<file path="config.mk">
export PLATFORM = sky130hd
export DESIGN_NAME = triangle_raster_ctrl
export DESIGN_NICKNAME = d
export VERILOG_FILES = /design/src/rtl/triangle_raster_ctrl.sv
export SDC_FILE = /design/constraint.sdc
export NUM_CORES = 2
export LEC_CHECK = 0
export ABC_CLOCK_PERIOD_IN_PS = 15300
export CAP_MARGIN = 25
export CORE_ASPECT_RATIO = 2
export CORE_UTILIZATION = 45
export DETAILED_ROUTE_END_ITERATION = 10
export HOLD_SLACK_MARGIN = 0.03
export MAX_ROUTING_LAYER = met4
export PLACE_DENSITY = 0.65
export SETUP_SLACK_MARGIN = 0.1
export SLEW_MARGIN = 20
export SYNTH_ARGS = -nofsm -noshare
export SYNTH_HDL_FRONTEND = slang
export SYNTH_SLANG_ARGS = --single-unit
</file>
<file path="constraint.sdc">
create_clock -name clk -period 15.3 [get_ports clk]
set_input_delay 3.06 -clock clk [delete_from_list [all_inputs] [get_ports clk]]
set_output_delay 3.06 -clock clk [all_outputs]
set_load 0.05 [all_outputs]
</file>
<file path="src/rtl/triangle_raster_ctrl.sv">
// Triangle coverage sequencer: scans the vertex bounding box row-major and tests each pixel
// with one edge-sign unit shared over the three edges; covered pixels leave on valid/ready.
module triangle_raster_ctrl #(
  parameter int unsigned COORD_W   = 12,
  parameter bit          INCLUSIVE = 1'b1
) (
  input  logic               clk,
  input  logic               rst,
  input  logic               start,
  input  logic [COORD_W-1:0] p1x,
  input  logic [COORD_W-1:0] p1y,
  input  logic [COORD_W-1:0] p2x,
  input  logic [COORD_W-1:0] p2y,
  input  logic [COORD_W-1:0] p3x,
  input  logic [COORD_W-1:0] p3y,
  output logic               busy,
  output logic               out_valid,
  input  logic               out_ready,
  output logic [COORD_W-1:0] out_x,
  output logic [COORD_W-1:0] out_y,
  output logic               done
);

  localparam int unsigned DW = COORD_W + 1;
  localparam int unsigned PW = 2 * COORD_W + 2;
  localparam int unsigned SW = 2 * COORD_W + 3;

  typedef logic [COORD_W-1:0] coord_t;

  typedef enum logic [2:0] {
    StIdle,
    StBbox,
    StEval0,
    StEval1,
    StEval2,
    StEmit,
    StDone
  } state_t;

  state_t       state_q, state_d;
  coord_t [2:0] vx_q, vx_d, vy_q, vy_d;
  coord_t       xmin_q, xmin_d, xmax_q, xmax_d, ymin_q, ymin_d, ymax_q, ymax_d;
  coord_t       x_q, x_d, y_q, y_d;
  coord_t       out_x_q, out_x_d, out_y_q, out_y_d;
  logic         acc_q, acc_d;

  function automatic coord_t min3(input coord_t a, input coord_t b, input coord_t c);
    coord_t m;
    m = (a < b) ? a : b;
    return (c < m) ? c : m;
  endfunction

  function automatic coord_t max3(input coord_t a, input coord_t b, input coord_t c);
    coord_t m;
    m = (a > b) ? a : b;
    return (c > m) ? c : m;
  endfunction

  // Edge operand mux: EVAL0 p1->p2, EVAL1 p2->p3, otherwise p3->p1.
  coord_t ax, ay, bx, by;
  always_comb begin
    ax = vx_q[2];
    ay = vy_q[2];
    bx = vx_q[0];
    by = vy_q[0];
    if (state_q == StEval0) begin
      ax = vx_q[0];
      ay = vy_q[0];
      bx = vx_q[1];
      by = vy_q[1];
    end else if (state_q == StEval1) begin
      ax = vx_q[1];
      ay = vy_q[1];
      bx = vx_q[2];
      by = vy_q[2];
    end
  end

  logic signed [DW-1:0] dtx, day, dax, dty;
  logic signed [PW-1:0] prod_a, prod_b;
  logic signed [SW-1:0] s;
  logic                 pass;

  assign dtx    = $signed({1'b0, x_q}) - $signed({1'b0, bx});
  assign day    = $signed({1'b0, ay}) - $signed({1'b0, by});
  assign dax    = $signed({1'b0, ax}) - $signed({1'b0, bx});
  assign dty    = $signed({1'b0, y_q}) - $signed({1'b0, by});
  assign prod_a = PW'(dtx) * PW'(day);
  assign prod_b = PW'(dax) * PW'(dty);
  assign s      = SW'(prod_a) - SW'(prod_b);
  assign pass   = ~s[SW-1] & (INCLUSIVE | (|s));

  logic x_at_max, last;
  assign x_at_max = (x_q == xmax_q);
  assign last     = x_at_max && (y_q == ymax_q);

  always_comb begin
    state_d = state_q;
    vx_d    = vx_q;
    vy_d    = vy_q;
    xmin_d  = xmin_q;
    xmax_d  = xmax_q;
    ymin_d  = ymin_q;
    ymax_d  = ymax_q;
    x_d     = x_q;
    y_d     = y_q;
    out_x_d = out_x_q;
    out_y_d = out_y_q;
    acc_d   = acc_q;
    case (state_q)
      StIdle: begin
        if (start) begin
          vx_d    = {p3x, p2x, p1x};
          vy_d    = {p3y, p2y, p1y};
          state_d = StBbox;
        end
      end
      StBbox: begin
        xmin_d  = min3(vx_q[0], vx_q[1], vx_q[2]);
        xmax_d  = max3(vx_q[0], vx_q[1], vx_q[2]);
        ymin_d  = min3(vy_q[0], vy_q[1], vy_q[2]);
        ymax_d  = max3(vy_q[0], vy_q[1], vy_q[2]);
        x_d     = xmin_d;
        y_d     = ymin_d;
        state_d = StEval0;
      end
      StEval0: begin
        acc_d   = pass;
        state_d = StEval1;
      end
      StEval1: begin
        acc_d   = acc_q & pass;
        state_d = StEval2;
      end
      StEval2, StEmit: begin
        if (state_q == StEval2 && acc_q && pass) begin
          out_x_d = x_q;
          out_y_d = y_q;
          state_d = StEmit;
        end else if (state_q == StEval2 || out_ready) begin
          // Advance the scan; the max test precedes the increment so the top code never wraps.
          if (last) begin
            state_d = StDone;
          end else begin
            state_d = StEval0;
            if (!x_at_max) begin
              x_d = x_q + coord_t'(1);
            end else begin
              x_d = xmin_q;
              y_d = y_q + coord_t'(1);
            end
          end
        end
      end
      StDone:  state_d = StIdle;
      default: state_d = StIdle;
    endcase
  end

  always_ff @(posedge clk) begin
    if (rst) begin
      state_q <= StIdle;
      vx_q    <= '0;
      vy_q    <= '0;
      xmin_q  <= '0;
      xmax_q  <= '0;
      ymin_q  <= '0;
      ymax_q  <= '0;
      x_q     <= '0;
      y_q     <= '0;
      out_x_q <= '0;
      out_y_q <= '0;
      acc_q   <= 1'b0;
    end else begin
      state_q <= state_d;
      vx_q    <= vx_d;
      vy_q    <= vy_d;
      xmin_q  <= xmin_d;
      xmax_q  <= xmax_d;
      ymin_q  <= ymin_d;
      ymax_q  <= ymax_d;
      x_q     <= x_d;
      y_q     <= y_d;
      out_x_q <= out_x_d;
      out_y_q <= out_y_d;
      acc_q   <= acc_d;
    end
  end

  assign busy      = (state_q != StIdle);
  assign out_valid = (state_q == StEmit);
  assign done      = (state_q == StDone);
  assign out_x     = out_x_q;
  assign out_y     = out_y_q;

endmodule

</file>
Word level (Yosys, flattened, before mapping) --
Index checks and enable logic that the tools add are counted.
Operators by class: add/subtract/negate cells 7, multipliers 2, div/mod/pow operators 0, order comparisons 8, equal/unequal tests 14, shift operators 0, multiplexer cells 32, bitwise gates (word level) 2, reduce and logical (&&, ||, !) cells 14
Operator list (count):
- 12-bit 2-to-1 mux | 24
- 13-bit by 13-bit multiplier with 26-bit output | 2
- 12-bit by 12-bit subtractor with 13-bit output | 4
- 12-bit greater-than comparator | 4
- 12-bit less-than comparator | 4
- 12-bit one-hot mux with 2 select lines | 2
- 26-bit by 26-bit subtractor with 27-bit output | 1
- 12-bit by 1-bit adder with 12-bit output (second input constant) | 2
- 12-bit == test | 2
- 3-bit one-hot mux with 5 select lines | 1
- 3-bit 2-to-1 mux | 4
- 2-bit != test (second input constant) | 5
- 3-bit == test (second input constant) | 3
- 3-bit by 2-bit == test with 1-bit output (second input constant) | 2
- 2-bit AND reduction | 3
- 5-bit AND reduction | 1
- 4-bit AND reduction | 1
- 2-bit nonzero test | 2
- 3-bit by 1-bit == test with 1-bit output (second input constant) | 1
- 1-bit logical AND | 3
- 3-bit logical NOT | 1
- 3-bit != test (second input constant) | 1
- 3-bit nonzero test | 1
- 1-bit one-hot mux with 2 select lines | 1
- other kinds (4) | 4
Word-level totals: flip-flop bits (word level) 160, bits in latches 0, RAM bits 0, memory bits (read-only) 0, bits of input ports 76, output and inout bits 27, word-level logic and storage cells 94, memories 0

Logic depth before layout (Yosys ltp) --
word-level depth 10, mapped depth 44, gate-level depth less buffers 38

Least setup slack after synthesis --
Ideal clock, no wire load.
kind register -> register, start register state_q[0], end register out_x_q[10] (netlist: out_x[10]), library setup time 128 ps, data arrival time 10258 ps, required time 15172 ps, slack 4915 ps, cell stages (with the launch flop) 43, path buffers 7, period minus slack after synthesis 10385 ps, path through dfxtp_1 -> buf_4 -> buf_2 -> buf_1 -> buf_1 -> mux2i_1 -> o21ai_0 -> ha_1 -> fa_1 -> nor2b_1 -> o21ai_0 -> a21boi_1 -> o21ai_0 -> a21oi_1 -> a21o_1 -> a21oi_1 -> a21oi_1 -> clkbuf_1 -> [7 not listed] -> inv_1 -> fa_1 -> inv_1 -> fa_1 -> inv_1 -> fa_1 -> inv_1 -> ha_1 -> nand3_1 -> or3_1 -> nor4_1 -> o21ai_0 -> and4_1 -> nor3_2 -> buf_4 -> buf_4 -> mux2i_1 -> nor2_1
Between the ends: longest elaborated chain between the ends 9, elaborated cells between the ends (all ways) 24, classes of those cells 5 x add/sub; 2 x mul; 4 x eq/ne; 8 x mux; 1 x bitwise; 4 x reduce/logical
Ends and longest elaborated chain:
- from (decl) | RTL line 40 | state_t state_q, state_d;
- from (signal assigned) | RTL line 162 | state_q <= StIdle;
- from (signal assigned) | RTL line 175 | state_q <= state_d;
- 3-bit by 2-bit == test with 1-bit output | RTL line 71 | end else if (state_q == StEval1) begin
- 12-bit 2-to-1 mux | RTL line 71
- 12-bit 2-to-1 mux | RTL line 66 | if (state_q == StEval0) begin
- 12-bit by 12-bit subtractor with 13-bit output (on tied branches)
- 13-bit by 13-bit multiplier with 26-bit output (on tied branches) | RTL line 88, 89
- 26-bit by 26-bit subtractor with 27-bit output | RTL line 90 | assign s = SW'(prod_a) - SW'(prod_b);
- 1-bit inverter | RTL line 91 | assign pass = ~s[SW-1] & (INCLUSIVE | (|s));
- 1-bit logical AND | RTL line 136 | if (state_q == StEval2 && acc_q && pass) begin
- 2-bit AND reduction (no line) *
- to (signal assigned) | RTL line 184 | out_x_q <= out_x_d;
- to (decl) | RTL line 44 | coord_t out_x_q, out_x_d, out_y_q, out_y_d;
Every way passes the cells marked *; elsewhere a longest branch is shown, timed or not. A chain may end at the register's enable or synchronous reset.

Final worst setup path --
start register state_q[1], end register y_q[5]
Between the ends: longest elaborated chain between the ends 10, elaborated cells between the ends (all ways) 32, classes of those cells 5 x add/sub; 2 x mul; 9 x eq/ne; 9 x mux; 1 x bitwise; 6 x reduce/logical
Ends and longest elaborated chain:
- 3-bit by 2-bit == test with 1-bit output | RTL line 71
- 12-bit 2-to-1 mux | RTL line 71
- 12-bit 2-to-1 mux | RTL line 66
- 12-bit by 12-bit subtractor with 13-bit output (on tied branches)
- 13-bit by 13-bit multiplier with 26-bit output (on tied branches) | RTL line 88, 89
- 26-bit by 26-bit subtractor with 27-bit output | RTL line 90
- 1-bit inverter | RTL line 91
- 1-bit logical AND | RTL line 136
- 2-bit != test (no line)
- 5-bit AND reduction (no line)
- to (signal assigned) | RTL line 183 | y_q <= y_d;
- to (decl) | RTL line 43 | coord_t x_q, x_d, y_q, y_d;
Parallel ways exist; a longest one is shown, timed or not.

==> flow_summary.ini <==
[clocking]
cts_tree = done
clkSinkCount = 160
cts_inserted_buffers = 25
clk_path_buf_depth = 3
clkSlewWorstSetupHoldPaths_ns = 0.06
htreeDepth = 4
root_buffer = clkbuf_16
cts_setup_buffers = 0
ctsResizeCount = 0
clk_latency_ns = 0.51
ctsHoldBuffers = 0

[timing]
slew_viol_final = 0
period_share = 0.791
rsz0062_at_grt = no
fmax_mhz = 82.6
worst_pin_slew_ns = 1.11
finalHoldViolations = 0
min_period_ns = 12.10
setup_violations = 0
tns_ns = 0
finClkSkew_ns = 0.0309
max_slew_margin = 0.260

[critical_path]
reg2reg_depth = 38
path_max_fanout = 32
crit_end = y_q[5]
r2r_end = y_q[5]
slowest_delay_ns = 0.72
cp_common_cell = fa_1
required_ns = 15.69
endpoint_kind = register
rr_startpoint = state_q[1]
reg2reg_slack_ns = 3.20
critPathLaunch = state_q[1]
path_class = register to register
start_kind = register
cp_slowest_cell = a21boi_1
worstPathArrival_ns = 12.49

[global_route]
antenna_found_initial = 0
grt_max_degree = 84
grt_pass1_vias = 22438
grt_first_pass_wirelength_um = 123000
grt_usage = 0.292
grt_overflow = 0

[synthesis]
netlist_area_sq_mm = 0.0255
ys_warn_count = 0
synth-seq-cells = 160
synth_edf_count = 0
syn-mean-instance-area_sq_um = 8.43
ys_types = 71
syn_inst = 3023
async_flop_share = 0
synth_ff_type = dfxtp_1
synth.yosys.seq_area_share = 0.126
syn_nets = 3719

[floorplanning]
core_area_sq_mm = 0.0560
die_w_um = 170
rows = 123
start_util = 0.455
chipHeight_um = 338
dieArea_sq_mm = 0.0576
pin_count = 103

[routing]
initialDrtViolationCount = 1089
wl_per_cell_um = 20.5
routed_wl_um = 78400
via_count = 20937
viasPerCell = 5.48
first_pass_iters = 7
drc = 0
ant_nets = 0

[job]
drv_cap = 0

[worst_hold_path]
hold_path_class = register to register

[final_layout]
antenna_cells = 0
finalNetCount = 3760
area_delta_synth_final_pct = 10.3
layout-drive-gt1-share = 0.0437

[placed_design]
dpl.hpwl_um = 67300
gp_congestion = 1.03
placement.io_buffers = 102

[status]
status = finished clean
-- routing by layer --
layer / GRT usage / share of wire / up-vias
li1: - / - / 9711
met1: 0.286 / 0.34 / 10319
met2: 0.530 / 0.54 / 614
met3: 0.0184 / 0.030 / 293
met4: 0.221 / 0.088 / 0
met5: - / 0 / -
-- cell usage after synthesis, types with 6 or more instances --
master      n  area [sq um]
o21ai_0    84           420
nor2b_1    34           213
a211oi_1   20           150
a311oi_1    6          52.6
xnor2_1    62           543
buf_2      17          85.1
and3_1     13          81.3
fa_1      391          7830
a21o_1     20           150
o21a_1     20           150
ha_1      229          2870
mux2_2      9           101
nand4_1    20           125
a31oi_1     8          50.1
nor3_1     30           150
or3_1      25           156
nand2_1   357          1340
inv_1     494          1850
and2_1     14          87.6
dfxtp_1   160          3200
or2_2      15          93.8
buf_1       9          33.8
nor3b_1    10          75.1
o31ai_1    13          97.6
nand2b_1   62           388
nor2_1    282          1060
xor2_1     41           359
a21oi_1   196           981
clkbuf_1  107           402
o211ai_1   21           158
nand3_1    49           245
mux2i_1   125          1250
-- per-stage QoR --
stage               cells   util  cell area (sq um)  hold WS [ns]  setup WS, ns
floorplan            3023      -              25500         0.431          4.91
global placement     3782  0.487              27300         0.439          3.19
detailed placement   3783  0.487              27300         0.449          2.89
CTS                  3815  0.501              28100         0.457          2.85
global route         3819  0.502              28100         0.478          2.42
finish               3819  0.502              28100         0.452          3.20
-- flip-flops by register name, summed over array words and instances (netlist names) --
name and cells:
out_y 12, ymax_q 12, vy_q 36, state_q 3, acc_q 1, xmin_q 12
out_x 12, y_q 12, vx_q 36, xmax_q 12, x_q 12
-- cell usage in the layout, fill, tap and decap left out, drive strengths merged, types with 21 or more instances in the layout --
cell type / count
inv: 494
fa: 391
nand2: 357
nor2: 283
ha: 229
a21oi: 197
dfxtp: 160
mux2i: 125
clkdlybuf4s50: 101
o21ai: 86
xnor2: 63
nand2b: 62
nand3: 49
buf: 48
xor2: 43
nor2b: 34
nor3: 31
clkbuf: 30
or3: 25
o211ai: 21
-- worst max-delay path, delay by kind of cell, from the launching register on --
kind,cells,cell delay [ns]
AOI/OAI and AO/OA,12,3.06
adders and majority gates,10,4.43
buffers and inverters,7,1.24
DFF,1,0.64
and+or+nand+nor,9,2.60
-- kinds of logic (layout without fill, tap and decap cells) --
logic type / Yosys count / count (layout) / share of synthesized area
buf+inv: 632 / 678 / 0.0945
fa+ha+maj: 623 / 623 / 0.421
compound gates: 434 / 434 / 0.102
simple gates: 933 / 933 / 0.165
mux: 134 / 134 / 0.0531
xor+xnor: 107 / 107 / 0.0382
flops: 160 / 160 / 0.126
-- cell type report --
cell class | instances | area [sq um]
tap | 750 | 938
timing repair buffer | 151 | 1400
clock inverter | 4 | 95.1
clock buffer | 28 | 657
multi-input combinational | 2231 | 20000
sequential | 160 | 3200
inverter | 495 | 1860
fill | 5423 | 27900
-- worst min-delay path by stage --
stage / start / endpoint / slack [ns] / cells past startpoint
2_1_floorplan: xmin_q[11] / xmin_q[11] / 0.43 / 2
3_3_place_gp: xmin_q[11] / xmin_q[11] / 0.44 / 2
3_5_place_dp: xmin_q[9] / xmin_q[9] / 0.45 / 2
4_1_cts: xmin_q[9] / xmin_q[9] / 0.46 / 2
5_1_grt: ymax_q[6] / ymax_q[6] / 0.48 / 2
6_report: xmin_q[9] / xmin_q[9] / 0.45 / 2
Power is not shown: default switching activity piles up to over one toggle a cycle in this logic, so the estimate is an artifact.
